## src/rtl/abm_burst_writer.sv

```systemverilog
// ----------------------------------------------------------------------------
// abm_burst_writer
//   AXI4 INCR burst write master feeding one slave port of the ABM AXI4-MM
//   mux. A job (start address, beat count) is split into bursts of at most
//   MAX_BURST beats that never cross a 4 KB boundary. Write data is taken
//   straight from an AXI-Stream input, in order.
//
// Ports
//   clk, resetn            clock, asynchronous active-low reset
//   start, addr, beats     job request (start is a one-cycle pulse, idle only)
//   busy, done, error      job status (done is a one-cycle pulse, error sticky)
//   AXIS_RX_*              write data stream in
//   M_AXI_AW*              write address channel
//   M_AXI_W*               write data channel
//   M_AXI_B*               write response channel
// ----------------------------------------------------------------------------
module abm_burst_writer #(
    parameter int unsigned DW              = 512,
    parameter int unsigned AW              = 64,
    parameter int unsigned MAX_BURST       = 64,
    parameter int unsigned MAX_OUTSTANDING = 255
) (
    input  logic            clk,
    input  logic            resetn,
    input  logic            start,
    input  logic [AW-1:0]   addr,
    input  logic [31:0]     beats,
    output logic            busy,
    output logic            done,
    output logic            error,
    input  logic [DW-1:0]   AXIS_RX_TDATA,
    input  logic            AXIS_RX_TVALID,
    output logic            AXIS_RX_TREADY,
    output logic [AW-1:0]   M_AXI_AWADDR,
    output logic [7:0]      M_AXI_AWLEN,
    output logic [2:0]      M_AXI_AWSIZE,
    output logic [3:0]      M_AXI_AWID,
    output logic [1:0]      M_AXI_AWBURST,
    output logic            M_AXI_AWLOCK,
    output logic [3:0]      M_AXI_AWCACHE,
    output logic [3:0]      M_AXI_AWQOS,
    output logic [2:0]      M_AXI_AWPROT,
    output logic            M_AXI_AWVALID,
    input  logic            M_AXI_AWREADY,
    output logic [DW-1:0]   M_AXI_WDATA,
    output logic [DW/8-1:0] M_AXI_WSTRB,
    output logic            M_AXI_WVALID,
    output logic            M_AXI_WLAST,
    input  logic            M_AXI_WREADY,
    input  logic [1:0]      M_AXI_BRESP,
    input  logic            M_AXI_BVALID,
    output logic            M_AXI_BREADY
);

    localparam int unsigned BYTES = DW / 8;
    localparam int unsigned SIZE  = $clog2(BYTES);

    typedef enum logic [2:0] {
        S_IDLE,
        S_ADDR,
        S_DATA,
        S_DRAIN,
        S_FINISH
    } state_t;

    state_t         state_q, state_d;
    logic [AW-1:0]  cur_addr_q, cur_addr_d;
    logic [31:0]    remaining_q, remaining_d;
    logic [8:0]     len_q, len_d;
    logic [7:0]     beat_q, beat_d;
    logic [7:0]     outs_q, outs_d;
    logic           busy_q, busy_d;
    logic           done_q, done_d;
    logic           error_q, error_d;

    logic [31:0]    room_beats;
    logic [31:0]    len_cand;
    logic [8:0]     burst_len;
    logic           aw_hs, w_hs, b_hs, b_count;

    // Burst length: limited by remaining beats, MAX_BURST and the distance
    // to the next 4 KB boundary (cur_addr is always beat aligned).
    always_comb begin
        room_beats = 32'(13'h1000 - {1'b0, cur_addr_q[11:0]}) >> SIZE;
        len_cand   = remaining_q;
        if (len_cand > MAX_BURST) begin
            len_cand = MAX_BURST;
        end
        if (len_cand > room_beats) begin
            len_cand = room_beats;
        end
        burst_len = 9'(len_cand);
    end

    // AW channel
    assign M_AXI_AWVALID = (state_q == S_ADDR) && (32'(outs_q) < MAX_OUTSTANDING);
    assign M_AXI_AWADDR  = cur_addr_q;
    assign M_AXI_AWLEN   = 8'(burst_len - 9'd1);
    assign M_AXI_AWSIZE  = 3'(SIZE);
    assign M_AXI_AWID    = '0;
    assign M_AXI_AWBURST = 2'b01;
    assign M_AXI_AWLOCK  = 1'b0;
    assign M_AXI_AWCACHE = 4'b0011;
    assign M_AXI_AWQOS   = '0;
    assign M_AXI_AWPROT  = '0;

    // W channel: the stream is coupled to W only while in DATA
    assign M_AXI_WDATA    = AXIS_RX_TDATA;
    assign M_AXI_WSTRB    = '1;
    assign M_AXI_WVALID   = (state_q == S_DATA) && AXIS_RX_TVALID;
    assign AXIS_RX_TREADY = (state_q == S_DATA) && M_AXI_WREADY;
    assign M_AXI_WLAST    = (state_q == S_DATA) && (beat_q == 8'(len_q - 9'd1));

    // B channel and status
    assign M_AXI_BREADY = busy_q;
    assign busy         = busy_q;
    assign done         = done_q;
    assign error        = error_q;

    assign aw_hs   = M_AXI_AWVALID && M_AXI_AWREADY;
    assign w_hs    = M_AXI_WVALID && M_AXI_WREADY;
    assign b_hs    = M_AXI_BVALID && M_AXI_BREADY;
    // A response with nothing outstanding is accepted but not counted.
    assign b_count = b_hs && (outs_q != '0);

    always_comb begin
        outs_d = outs_q;
        case ({aw_hs, b_count})
            2'b10:   outs_d = outs_q + 8'd1;
            2'b01:   outs_d = outs_q - 8'd1;
            default: outs_d = outs_q;
        endcase
    end

    always_comb begin
        state_d     = state_q;
        cur_addr_d  = cur_addr_q;
        remaining_d = remaining_q;
        len_d       = len_q;
        beat_d      = beat_q;
        busy_d      = busy_q;
        done_d      = 1'b0;
        error_d     = error_q | (b_hs && (M_AXI_BRESP != 2'b00));

        case (state_q)
            S_IDLE: begin
                if (start) begin
                    cur_addr_d  = addr;
                    remaining_d = beats;
                    beat_d      = '0;
                    error_d     = 1'b0;
                    busy_d      = 1'b1;
                    state_d     = (beats == '0) ? S_FINISH : S_ADDR;
                end
            end
            S_ADDR: begin
                if (aw_hs) begin
                    len_d       = burst_len;
                    cur_addr_d  = cur_addr_q + (AW'(burst_len) << SIZE);
                    remaining_d = remaining_q - 32'(burst_len);
                    beat_d      = '0;
                    state_d     = S_DATA;
                end
            end
            S_DATA: begin
                if (w_hs) begin
                    if (M_AXI_WLAST) begin
                        beat_d  = '0;
                        state_d = (remaining_q != '0) ? S_ADDR : S_DRAIN;
                    end else begin
                        beat_d  = beat_q + 8'd1;
                    end
                end
            end
            S_DRAIN: begin
                if (outs_q == '0) begin
                    state_d = S_FINISH;
                end
            end
            S_FINISH: begin
                done_d  = 1'b1;
                busy_d  = 1'b0;
                state_d = S_IDLE;
            end
            default: begin
                state_d = S_IDLE;
            end
        endcase
    end

    always_ff @(posedge clk or negedge resetn) begin
        if (!resetn) begin
            state_q     <= S_IDLE;
            cur_addr_q  <= '0;
            remaining_q <= '0;
            len_q       <= '0;
            beat_q      <= '0;
            outs_q      <= '0;
            busy_q      <= 1'b0;
            done_q      <= 1'b0;
            error_q     <= 1'b0;
        end else begin
            state_q     <= state_d;
            cur_addr_q  <= cur_addr_d;
            remaining_q <= remaining_d;
            len_q       <= len_d;
            beat_q      <= beat_d;
            outs_q      <= outs_d;
            busy_q      <= busy_d;
            done_q      <= done_d;
            error_q     <= error_d;
        end
    end

endmodule

```

## config.mk

```make
export PLATFORM = sky130hd
export DESIGN_NAME = abm_burst_writer
export DESIGN_NICKNAME = d
export VERILOG_FILES = /design/src/rtl/abm_burst_writer.sv
export SDC_FILE = /design/constraint.sdc
export NUM_CORES = 1
export LEC_CHECK = 0
export ABC_AREA = 1
export CAP_MARGIN = 20
export CORE_AREA = 5 5 498 500
export DETAILED_ROUTE_END_ITERATION = 8
export DIE_AREA = 0 0 503 505
export PLACE_DENSITY = 0.3
export SLEW_MARGIN = 40
export SYNTH_ARGS = -nofsm -noshare
export SYNTH_HDL_FRONTEND = slang
export SYNTH_SLANG_ARGS = --single-unit
```

## constraint.sdc

```tcl
create_clock -name clk -period 5.21 [get_ports clk]
set_input_delay 0.7815 -clock clk [delete_from_list [all_inputs] [get_ports clk]]
set_output_delay 0.7815 -clock clk [all_outputs]
set_load 0.02 [all_outputs]
```

==> flow_summary.toml, run 1 <==
[sta]
max-slew-margin-rel_pct = 43.4
fin_crit_sh_pct = 91.6
hold_violations = 0
fmax_mhz = 209
slew_viol_final = 0
setup_viol = 0
setup_slack_ns = 0.435
fin_skew_ns = 0.0188
rsz0062_at_grt = "no"
tightest_slew_ns = 0.849
fin_crit_ns = 4.77
tns_ns = 0

[detailed_routing]
antenna_left = 0
routed_via_density = 2.52
routedWlPerCell_um = 22.8
wl_um = 119000
drc_errors = 0
vias = 13200
dr.pass1.iters = 6
drtIter0Drc = 724

[outcome]
outcome = "finished clean"

[final_layout]
fin_util_pct = 7.31
area_growth_pct = 16.5
nets = 2670
layout_commonest_cell = "nand2_1"
layout_common_cells = "555 x nand2_1, 217 x inv_1, 188 x nand3_1"
design_area_um2 = 17700
drive_gt1_share_pct = 6.16
fin_cells = 5233

[place]
io_buffers = 184
pre_cts_ws_ns = 0.144
place_inst = 5197
place.gp.congestion = 0.778
dp_hpwl_um = 105000
place_area_um2 = 17100

[clocking]
clock_latency_ns = 0.50
htree_levels = 4
hold_buffers = 0
cts.clk_slew.worst_paths_ns = 0.07
clockBufferDepth = 2
cts-buffers-inserted = 17
cts.sinks = 126
clockRootBuffer = "clkbuf_16"
cts_tree = "built"

[global_routing]
grt_pass1_vias = 13500
grt_pass1_wl_um = 149000
grt_overflow = 0
grt_max_degree = 142
antenna_found_initial = 27
grt_usage_pct = 9.06

[die]
fp.dieW_um = 503
die-area_um2 = 254000
die_y_um = 505
core_um2 = 243000
rows = 181
initial_utilization_pct = 6.27
io_pins = 1294

[critical_path]
worstSetupPathType = "reg2out"
cp_max_fo = 7
cp-start-kind = "flip-flop"
required_ns = 4.43
crit_arrival_ns = 3.99
end_kind = "primary output"

[logic_synthesis]
syn_area_um2 = 15200
synth-seq-area-share_pct = 20.7
ys_types = 42
yosys_warnings = 0
synth_top_area_share_pct = 29.7
synth_seq_cells = 126
async_reset_ff_share_pct = 100
synth_edf_count = 0
synthFlopType = "dfrtp_1"
synth_cells = 2320
synth_area_leader_cell = "buf_4"
synthTopCellsByArea = "buf_4 30%, dfrtp_1 21%, nand2_1 14%"
syn_avg_cell_area_um2 = 6.56

[power]
power_density_nw_per_um2 = 562
leakage_nw = 6.97
ir_drop_v = 0.000291

[job]
maxCapViolCount = 0

[hold_path]
worstHoldPathType = "in2async"
sequential cells by signal, indices dropped and copies added, names as in the netlist:
| signal | count |
|---|---|
| done | 1 |
| beat_q | 8 |
| M_AXI_AWADDR | 64 |
| remaining_q | 32 |
| len_q | 8 |
| outs_q | 8 |
| M_AXI_BREADY | 1 |
| state_q | 3 |
| error | 1 |
worst max-delay path, cell delays in order (launching register included):
cell and delay, ns:
dfrtp_1 0.41, nor2_1 0.28, nand2_1 0.10, nor2_1 0.26
nand3_1 0.19, nand2_1 0.10, nand2_1 0.07, ha_1 0.31
nand2_1 0.08, nor2_1 0.12, nand4_1 0.19, a21boi_0 0.19
buf_4 0.16, o21ai_2 0.17, buf_4 0.20, nand3_1 0.08
nor2_1 0.10, buf_4 0.15, dlygate4sd2_1 0.33
synthesized netlist by cell type (3+ instances only):
cell      count
nor2_1      177
nor3b_1       4
xnor2_1       8
nor3_1       32
buf_2        11
o21a_1       25
nor4_1        6
buf_6         4
a31oi_1      11
xor2_1       19
clkbuf_1     22
fa_1          3
nand2_1     557
and2_1        3
dfrtp_1     126
a21oi_1      50
a21o_1        8
buf_4       602
nand3b_1     12
o22ai_1      16
or2_2        21
nand4_1      37
inv_2         4
nand3_1     189
o211ai_1     12
ha_1         35
o21ai_0      90
inv_1       217
layer usage:
metal / part of all wire [%] / global-route usage (%) / routed length (um) / vias to the layer above
met5: 0.023 / 0.0190 / 27 / -
met4: 7.7 / 6.08 / 9230 / 4
met3: 15 / 5.86 / 17700 / 443
met2: 52 / 16.9 / 61800 / 779
met1: 26 / 6.56 / 30400 / 5892
li1: - / - / - / 6092
kinds of logic (layout without fill, tap and decap cells):
logic type | after synthesis | in the layout | synth area share (%)
compound gates | 219 | 219 | 8.26
xor+xnor | 29 | 29 | 1.85
fa+ha+maj | 38 | 38 | 3.27
buf+inv | 860 | 481 | 36.3
flops | 126 | 126 | 20.7
other cells | 2 | 92 | 0.0493
simple gates | 1046 | 1046 | 29.5
power by group:
part	internal (mW)	switching (mW)	leakage, nW
registers	1.44	0.793	1.54
clock network	0.724	0.581	0.286
logic	2.22	4.20	5.14
final timing paths:
kind,end,depth (start not counted),startpoint,slack [ns]
max in group asynchronous,M_AXI_AWADDR[23],2,resetn,3.95
setup reg to reg,M_AXI_AWADDR[53],26,M_AXI_AWADDR[5],0.47
setup / recovery,M_AXI_AWLEN[7],18,M_AXI_AWADDR[5],0.44
hold reg to reg,len_q[7],2,len_q[7],0.50
hold / removal,outs_q[5],1,resetn,0.23
min in group clk,len_q[7],2,len_q[7],0.50
per-stage QoR:
stage / hold slack, ns / power [mW]
2_1_floorplan: 0.455 / 6.26
3_3_place_gp: 0.479 / 9.01
3_5_place_dp: 0.486 / 8.97
4_1_cts: 0.263 / 10.4
5_1_grt: 0.262 / 11.0
6_report: 0.233 / 9.97
timing repair:
action                                  4_1_cts  5_1_grt
buffers inserted                              0        1
endpoints found under the setup margin        5       10
pin swaps                                     0        1
gates resized for setup                       5       12
cell type report:
type	instances	area [um^2]
multi-input combinational	1421	6900
fill	28600	225000
clock inverter	14	156
tap	3202	4010
clock buffer	18	439
inverter	221	830
antenna	3	7.51
sequential	126	3150
timing repair buffer	228	2240
(Power assumes the default switching activity.)
==> inputs of run 2 (changes only) <==
CORE_AREA = 5 5 494 496   (was 5 5 498 500)
CTS_BUF_LIST = sky130_fd_sc_hd__clkbuf_8   (was unset)
DIE_AREA = 0 0 499 501   (was 0 0 503 505)
DONT_BUFFER_PORTS = 1   (was unset)
SETUP_SLACK_MARGIN = 0.2   (was unset)
==> run 2 against run 1 <==
  * Via count decreased by 2.8%
  * First-iteration DRC count increased by 1.2%
  * Sequential power increased by 23%
  * Largest power group unchanged
  * Highest routed layer unchanged
==> flow_summary.toml, run 2 (synthesis results as in run 1) <==
[outcome]
outcome = "finished clean"

[die]
die-area_um2 = 250000
fp.dieW_um = 499
io_pins = 1294
die_y_um = 501
core_um2 = 239000
rows = 180
initial_utilization_pct = 6.36

[critical_path]
cp-start-kind = "flip-flop"
cp_max_fo = 7
crit_arrival_ns = 3.97
required_ns = 4.43
worstSetupPathType = "reg2out"
end_kind = "primary output"

[final_layout]
layout_common_cells = "541 x nand2_1, 216 x inv_1, 185 x nand3_1"
register_area_um2 = 3160
drive_gt1_share_pct = 9.87
fin_util_pct = 6.73
largest_reg_flops = 64
area_growth_pct = 5.80
nets = 2507
multi_input_area_um2 = 7060
fillCellCount = 28500
design_area_um2 = 16100
layout_commonest_cell = "nand2_1"

[sta]
slew_viol_final = 0
rsz0062_at_grt = "no"
tightest_slew_ns = 0.862
fin_crit_ns = 4.75
hold_violations = 0
holdWs_ns = 0.0488
setup_viol = 0
fmax_mhz = 210
fin_skew_ns = 0.0473
max-slew-margin-rel_pct = 42.6
fin_crit_sh_pct = 91.2

[detailed_routing]
antenna_left = 0
drtIter0Drc = 733
routedWlPerCell_um = 22.5
routed_via_density = 2.54
vias = 12800
wl_um = 114000
drc_errors = 0
dr.pass1.iters = 5

[global_routing]
grt_max_degree = 141
grt_overflow = 0
grt_pass1_vias = 12600
grt_usage_pct = 8.74
grt_pass1_wl_um = 141000
antenna_found_initial = 45

[place]
place_area_um2 = 15300
place.gp.congestion = 0.775
io_buffers = 0
dp_hpwl_um = 99400

[clocking]
cts.clk_slew.worst_paths_ns = 0.10
htree_levels = 4
clockRootBuffer = "clkbuf_8"
cts_tree = "built"
cts.sinks = 126
clock_latency_ns = 0.62
clockBufferDepth = 2
cts-buffers-inserted = 17

[power]
leakage_nw = 6.28
power_density_nw_per_um2 = 576
ir_drop_v = 0.000221

[job]
maxCapViolCount = 0

[hold_path]
worstHoldPathType = "in2async"
## run 2: through the flow
step | setup TNS, ns | setup WS (ns) | cells | power (mW)
after floorplan | 0 | 0.817 | 2407 | 6.26
after global placement | -0.0453 | -0.0249 | 5005 | 8.31
after detailed placement | 0 | 0.0314 | 5005 | 8.29
after CTS | 0 | 0.208 | 5040 | 9.51
after global routing | 0 | 0.159 | 5055 | 10.2
final | 0 | 0.458 | 5060 | 9.27
## run 2: repair_timing
item | in CTS | in global routing
setup buffers | 2 | 9
hold buffers | 1 | 0
pin swaps | 2 | 13
setup endpoints to repair | 19 | 48
gates resized for setup | 23 | 47
hold endpoints to repair | 126 | 0
## run 2: metal layers
metal  routed length, um  global-route usage (%)  vias to the layer above  share of wire [%]
li1                    -                       -                     5781                  -
met1               26300                    5.63                     5756                 23
met2               60700                    16.8                      791                 53
met3               17400                    5.94                      502                 15
met4                9270                    6.37                       10                8.1
met5                 107                   0.174                        -              0.094
## run 2: area by class of cell
class / count / share of cell area (%)
sequential: 126 / 19.6
clock inverter: 15 / 1.20
antenna: 10 / 0.155
inverter: 221 / 5.15
clock buffer: 17 / 1.45
tap: 3185 / 24.8
timing repair buffer: 65 / 3.79
multi-input combinational: 1421 / 43.9
## run 2: path summary, 6_finish.rpt
check | depth (start not counted) | start | slack, ns | endpoint
max in group asynchronous | 2 | resetn | 4.29 | M_AXI_AWADDR[35]
max | 18 | M_AXI_AWADDR[2] | 0.46 | M_AXI_AWLEN[7]
min reg2reg | 2 | len_q[7] | 0.49 | len_q[7]
min | 1 | resetn | 0.05 | M_AXI_AWADDR[5]
min in group clk | 2 | addr[5] | 0.30 | M_AXI_AWADDR[5]
max reg2reg | 25 | M_AXI_AWADDR[2] | 0.55 | M_AXI_AWADDR[39]
## run 2: power breakdown
part	switching, mW	internal (mW)	total (mW)	leakage, nW
clock	0.650	0.412	1.06	0.212
combinational	3.62	1.83	5.45	4.53
sequential	1.33	1.43	2.76	1.53
## run 2: worst max-delay path, cell delays in order (launching register included)
cell	delay (ns)
dfrtp_2	0.50
nor2_1	0.12
buf_4	0.17
nand2_1	0.10
nor2_4	0.22
nand2_2	0.10
nand2_1	0.10
nand2_1	0.10
ha_1	0.29
nand2_1	0.06
nor2_1	0.12
nand4_1	0.18
a21boi_2	0.22
buf_4	0.15
o21ai_2	0.17
buf_4	0.19
nand3_1	0.11
nor2_1	0.23
buf_4	0.23
==> inputs of run 3 (changes only) <==
CAP_MARGIN = 5   (was 20)
==> results of run 3 <==
Final layout, timing and power as in run 2 (identical DEF).
